===== config.mk =====
export PLATFORM = sky130hd
export DESIGN_NAME = alu_exec_stage
export DESIGN_NICKNAME = d
export VERILOG_FILES = /design/src/rtl/alu_exec_stage.sv
export SDC_FILE = /design/constraint.sdc
export NUM_CORES = 2
export LEC_CHECK = 0
export BUFFER_PORTS_ARGS = -buffer_cell sky130_fd_sc_hd__clkbuf_2
export CAP_MARGIN = 20
export CORE_MARGIN = 2
export CORE_UTILIZATION = 63
export CTS_BUF_LIST = sky130_fd_sc_hd__clkbuf_2 sky130_fd_sc_hd__clkbuf_4 sky130_fd_sc_hd__clkbuf_8
export DETAILED_ROUTE_END_ITERATION = 12
export GPL_TIMING_DRIVEN = 0
export PLACE_DENSITY = 0.89
export SLEW_MARGIN = 10
export SYNTH_ARGS = -nofsm -noshare
export SYNTH_HDL_FRONTEND = slang
export SYNTH_SLANG_ARGS = --single-unit

===== constraint.sdc =====
create_clock -name clk -period 10.4 [get_ports clk]
set_input_delay 3.12 -clock clk [delete_from_list [all_inputs] [get_ports clk]]
set_output_delay 3.12 -clock clk [all_outputs]
set_load 0.05 [all_outputs]

===== src/rtl/alu_exec_stage.sv =====
// alu_exec_stage: execute/writeback stage wrapped around an external
// combinational 32-bit alu.
//
// Decoded ops enter through the in_* handshake. Operands come from an internal
// register file, or are bypassed from the op currently in EX. The EX registers
// drive the alu. On advance, the alu result and flags move into the WB
// registers and are written back to the register file.
//
// Ports
//   clk, rst_n          clock; synchronous active-low reset
//   in_valid/in_ready   op handshake; in_op, in_rd, in_rs, in_rt, in_use_imm, in_imm
//   alu_a/alu_b/alu_op  operands and opcode to the alu (register outputs)
//   alu_result, alu_cout, alu_zero, alu_set, alu_overflow   from the alu
//   wb_valid/wb_ready   retire handshake; wb_rd, wb_data, wb_flags {ov,cout,set,zero}
//   err                 sticky; set once an illegal op has been accepted
//
// Handshake: a transfer happens on a rising edge where valid and ready are
// both high. in_ready depends only on stage state and wb_ready, never on
// in_valid. wb_valid stays high, with stable payload, until wb_ready is seen.
module alu_exec_stage #(
  parameter int NREG = 32,
  parameter int W    = 32
) (
  input  logic         clk,
  input  logic         rst_n,
  input  logic         in_valid,
  output logic         in_ready,
  input  logic [2:0]   in_op,
  input  logic [4:0]   in_rd,
  input  logic [4:0]   in_rs,
  input  logic [4:0]   in_rt,
  input  logic         in_use_imm,
  input  logic [W-1:0] in_imm,
  output logic [W-1:0] alu_a,
  output logic [W-1:0] alu_b,
  output logic [2:0]   alu_op,
  input  logic [W-1:0] alu_result,
  input  logic         alu_cout,
  input  logic         alu_zero,
  input  logic         alu_set,
  input  logic         alu_overflow,
  output logic         wb_valid,
  input  logic         wb_ready,
  output logic [4:0]   wb_rd,
  output logic [W-1:0] wb_data,
  output logic [3:0]   wb_flags,
  output logic         err
);

  localparam logic [2:0] OP_AND = 3'b000;
  localparam logic [2:0] OP_OR  = 3'b001;
  localparam logic [2:0] OP_ADD = 3'b010;
  localparam logic [2:0] OP_SUB = 3'b110;
  localparam logic [2:0] OP_SLT = 3'b111;

  function automatic logic is_legal(input logic [2:0] op);
    return (op == OP_AND) || (op == OP_OR) || (op == OP_ADD) ||
           (op == OP_SUB) || (op == OP_SLT);
  endfunction

  logic [W-1:0] rf [NREG];

  logic         ex_valid;
  logic [2:0]   ex_op;
  logic [4:0]   ex_rd;
  logic [W-1:0] ex_a;
  logic [W-1:0] ex_b;

  logic         advance;
  logic         accept;
  logic         ex_legal;
  logic         ex_fwd;
  logic [W-1:0] ex_res;
  logic [W-1:0] rd_a;
  logic [W-1:0] rd_b;

  always_comb begin
    advance  = !wb_valid || wb_ready;
    in_ready = advance;
    accept   = in_valid && advance;
    ex_legal = is_legal(ex_op);
    // SLT runs on the alu as a subtract; the result is the set flag alone.
    ex_res   = (ex_op == OP_SLT) ? {{(W-1){1'b0}}, alu_set} : alu_result;
    // The EX op can forward only when it will actually write a register.
    // Any accept happens on an advance edge, so the EX op reaches the
    // register file on that same edge and nothing older can be stale.
    ex_fwd   = ex_valid && ex_legal && (ex_rd != 5'd0);

    rd_a = '0;
    if (in_rs != 5'd0) begin
      rd_a = (ex_fwd && ex_rd == in_rs) ? ex_res : rf[in_rs];
    end

    rd_b = '0;
    if (in_use_imm) begin
      rd_b = in_imm;
    end else if (in_rt != 5'd0) begin
      rd_b = (ex_fwd && ex_rd == in_rt) ? ex_res : rf[in_rt];
    end

    alu_a  = ex_a;
    alu_b  = ex_b;
    alu_op = (ex_op == OP_SLT) ? OP_SUB : ex_op;
  end

  // Pipeline registers. Nothing moves unless advance is high, so a stalled
  // WB entry holds EX in place as well.
  always_ff @(posedge clk) begin
    if (!rst_n) begin
      ex_valid <= 1'b0;
      ex_op    <= '0;
      ex_rd    <= '0;
      ex_a     <= '0;
      ex_b     <= '0;
      wb_valid <= 1'b0;
      wb_rd    <= '0;
      wb_data  <= '0;
      wb_flags <= '0;
      err      <= 1'b0;
    end else if (advance) begin
      if (ex_valid && ex_legal) begin
        wb_valid <= 1'b1;
        wb_rd    <= ex_rd;
        wb_data  <= ex_res;
        wb_flags <= {alu_overflow, alu_cout, alu_set, alu_zero};
      end else begin
        wb_valid <= 1'b0;
      end
      // An illegal op is dropped here and leaves only the sticky flag behind.
      if (ex_valid && !ex_legal) begin
        err <= 1'b1;
      end
      ex_valid <= accept;
      if (accept) begin
        ex_op <= in_op;
        ex_rd <= in_rd;
        ex_a  <= rd_a;
        ex_b  <= rd_b;
      end
    end
  end

  // Register file. It is written exactly once per legal op, on the edge
  // where that op leaves EX. r0 is never written.
  always_ff @(posedge clk) begin
    if (!rst_n) begin
      for (int i = 0; i < NREG; i++) begin
        rf[i] <= '0;
      end
    end else if (advance && ex_valid && ex_legal && ex_rd != 5'd0) begin
      rf[ex_rd] <= ex_res;
    end
  end

endmodule


==> results.md <==
* Count of input and output buffers at 195
* Floorplan Core Area at 89870 um^2
* Top_reg_cell synth: edfxtp_1
* Startpoint Class: input port
* Mapped Avg Cell Area at 12.99 um^2
* Number of placed cells counting well taps at 5807
* Via count at 44270
* Post-CTS setup-driven buffer insertion count at 0
* Worst setup slack for register-to-register paths at 5.72 ns
* Total standard cell area after synthesis at 57080 um^2
* Final Cycle Share at 67.10%
* Cell taking the most area after synthesis: edfxtp_1
* Power per standard cell area at 166.2 nW/um^2
* Run status: finished clean
* Setup repair after global routing missed its margin: no
* First-pass GRT wire length at 287100 um
* Number of gates given a new drive strength after cts at 0
* Main area contributors after synthesis: edfxtp_1, mux4_2, nor2_1, mux2i_1, dfxtp_1
* Nature of the critical path endpoint: output port
* Top cell by count, worst path: clkbuf_2
* Initial core utilization at 63.51%
* Final weighted congestion in routability-driven placement at 1.027
* Overall die width at 305.0 um
* Largest net degree at the start of global routing at 33
* Num Clock Sinks at 1140
* Number of buffers and inverters on the critical path at 3
* CTS tree: yes
* Drt total wl at 205700 um
* Least-Margin Pin Slew at 1.275 ns
* Async set-or-reset flop fraction in the synthesized netlist at 0%
* Critical Path Fanout Max at 8
* Number of enable-type register cells in the synthesized netlist at 1024
* Vias in the first global route at 42740
* List of cells traversed by the critical path: clkbuf_2 > nand2b_1 > buf_2 > clkbuf_2
* Flip-flop and latch count after synthesis at 1140
* Number of distinct library cell variants in the gate-level netlist after synthesis at 64
* Number of max-slew violations in the final report at 0
* Maximum clock frequency at 0.1433 GHz
* Worst relative slew slack at 15.03%
* H-Tree Level Count at 4
* Hold-fix buffers at CTS at 0
* Clock root buffer master: clkbuf_8
* Setup Skew at 0.03831 ns
* Layout Area Growth over Synthesis at 11.41%
* Number of nets with antenna violations after routing at 0
* Drt pass-1 iters at 7
* Non-filler instance count after layout at 6143
* Clock latency of the later-clocked register in the worst-skew pair at 0.91 ns
* Fraction of layout cells with a size suffix above 1 at 22.59%
* Total routing resource utilization after global routing at 43.67%
* Number of warnings issued by yosys at 0
* Slowest cell on the critical path: clkbuf_2
* Maximum vdd drop at 0.08561 mV
* Detailed Place HPWL at 156300 um
* Final period demand of the worst path at 6.978 ns
* Setup violations, final at 0
* Antenna violations before repair at 15
* Count of pins on the block boundary at 202
* Type of the most critical hold path: flip-flop to flip-flop
* Final sum of negative setup slack at 0 ns
* WP data arrival at 3.86 ns
* Top-area cell type share of the netlist area at 53.87%
* Final Hold Violating Endpoints at 0
* Clock Pin Slew Worst Setup and Hold Paths at 0.06 ns
* Routed length per placed instance at 33.48 um
* Vias per Instance at 7.207
* Chip Height at 305.0 um
* Worst path top cell family by delay: buffers and inverters
* Post-synthesis instance total at 4393
* Largest stage delay on the critical path at 0.32 ns
* Final net count at 4900
* Number of buffers added by the clock tree synthesis step at 175
* DRC violation total after the first TritonRoute iteration at 8616
* Gr ovfl total at 0
* Static leakage at 23.18 nW
* Std-Cell Rows at 110
* Maximum Capacitance Violations at 0
* Clock tree buffer depth at 3
* Remaining DRCs at 0
* Critical Setup Path Class: input port to output port
* Share of synthesized area occupied by flip-flops and latches at 57.94%
* Critical path required time at 7.28 ns
* Die area at 93030 um^2
-- worst register-to-register path: cells and delay by family, from the launching register on --
family	cells	cell delay, ns
buf+inv	1	0.39
flops	1	0.42
simple gates	5	3.46
-- cell type report --
cell class	instances	area, um^2
antenna	10	25.02
buffer	464	2200
clock buffer	245	3015
clock inverter	80	579.3
fill	5807	26280
inverter	38	142.6
multi-input combinational	2782	21870
sequential	1140	33070
tap	1176	1471
timing repair buffer	208	1221
-- path summary, 6_finish.rpt --
| check | startpoint | end | depth (start not counted) |
|---|---|---|---|
| setup / recovery | wb_ready | in_ready | 4 |
| hold reg to reg | wb_rd[0] | wb_rd[0] | 2 |
| setup reg to reg | ex_op[2] | rf[28][3] | 6 |
| hold / removal | wb_rd[0] | wb_rd[0] | 2 |
-- power breakdown --
group	total [mW]	internal, mW	switching, mW
clock	3.93	2.02	1.91
combinational	1.34	0.435	0.907
sequential	5.30	5.17	0.132
total	10.6	7.62	2.95
-- layer usage --
metal  share of wire, %  wire [um]  GRT usage (%)  vias up
met2                 43      87840          63.27     4520
met4                6.6      13620          24.64       14
met5              0.054        111              0        -
met1                 32      65240          53.94    21430
li1                   -          -              -    17470
met3                 19      38840          20.83      840
-- state kept, by name, indices dropped and copies added (netlist names) --
name and cells:
rf 1024, alu_a 32, alu_b 32, wb_data 32, ex_rd 5, wb_rd 5
wb_flags 4, ex_op 3, err 1, ex_valid 1, wb_valid 1
-- per-stage QoR --
stage	util, %	total power [mW]	instance area, um^2	hold WS (ns)	worst slack [ns]
after floorplan	-	6.147	57200	0.4592	3.773
after global placement	66.37	6.597	59640	0.4439	2.810
after detailed placement	66.73	6.639	59970	0.4454	3.353
after CTS	70.73	10.42	63570	0.4537	3.423
after global routing	70.74	10.71	63570	0.4699	3.382
final	70.76	10.57	63600	0.4523	3.422
-- logic make-up after synthesis --
| family | count (synthesis) | synth area share [%] |
|---|---|---|
| flops | 1140 | 57.94 |
| simple gates | 1479 | 10.84 |
| xor+xnor | 10 | 0.1534 |
| other cells | 1 | 0.006570 |
| buf+inv | 502 | 4.101 |
| mux | 702 | 19.80 |
| compound gates | 559 | 7.163 |
-- cells in the final DEF, fill, tap and decap left out, types with 8 or more instances in the layout --
master    Yosys  routed
mux4_1        8       8
nor2b_1      36      36
buf_12        0      12
dfxtp_1     116     116
o221ai_1     62      62
mux4_2      318     318
clkbuf_8     14     202
clkinv_1      0      29
buf_1         8       8
buf_2        81      82
buf_4        12      12
clkbuf_1    324     323
nand3_1      71      71
or4_1        30      30
o21ai_0      91      91
edfxtp_1   1024    1024
mux2i_1     255     255
conb_1        1      32
o32ai_1      31      31
inv_1        38      38
xnor2_1       8       8
clkbuf_4      0      57
nand2_1     173     142
diode_2       0      10
a21oi_1      51      51
a211oi_1     32      32
mux2_2      120     120
buf_6        19      19
and4_1       34      34
o22a_1       59      59
nand2_2       0      31
clkbuf_2      4     200
a22oi_1     186     186
clkinv_2      0      29
a221oi_1     31      31
nor2_1     1093    1092
-- cells in the mapped netlist, types with 5 or more instances --
| cell | number |
|---|---|
| a211oi_1 | 32 |
| a21oi_1 | 51 |
| a221oi_1 | 31 |
| a22oi_1 | 186 |
| and4_1 | 34 |
| buf_1 | 8 |
| buf_2 | 81 |
| buf_4 | 12 |
| buf_6 | 19 |
| clkbuf_1 | 324 |
| clkbuf_8 | 14 |
| dfxtp_1 | 116 |
| edfxtp_1 | 1024 |
| inv_1 | 38 |
| mux2_2 | 120 |
| mux2i_1 | 255 |
| mux4_1 | 8 |
| mux4_2 | 318 |
| nand2_1 | 173 |
| nand3_1 | 71 |
| nor2_1 | 1093 |
| nor2b_1 | 36 |
| nor3_1 | 5 |
| o21ai_0 | 91 |
| o221ai_1 | 62 |
| o22a_1 | 59 |
| o32ai_1 | 31 |
| or4_1 | 30 |
| xnor2_1 | 8 |
Note: power is estimated with default switching activity, not from simulation.
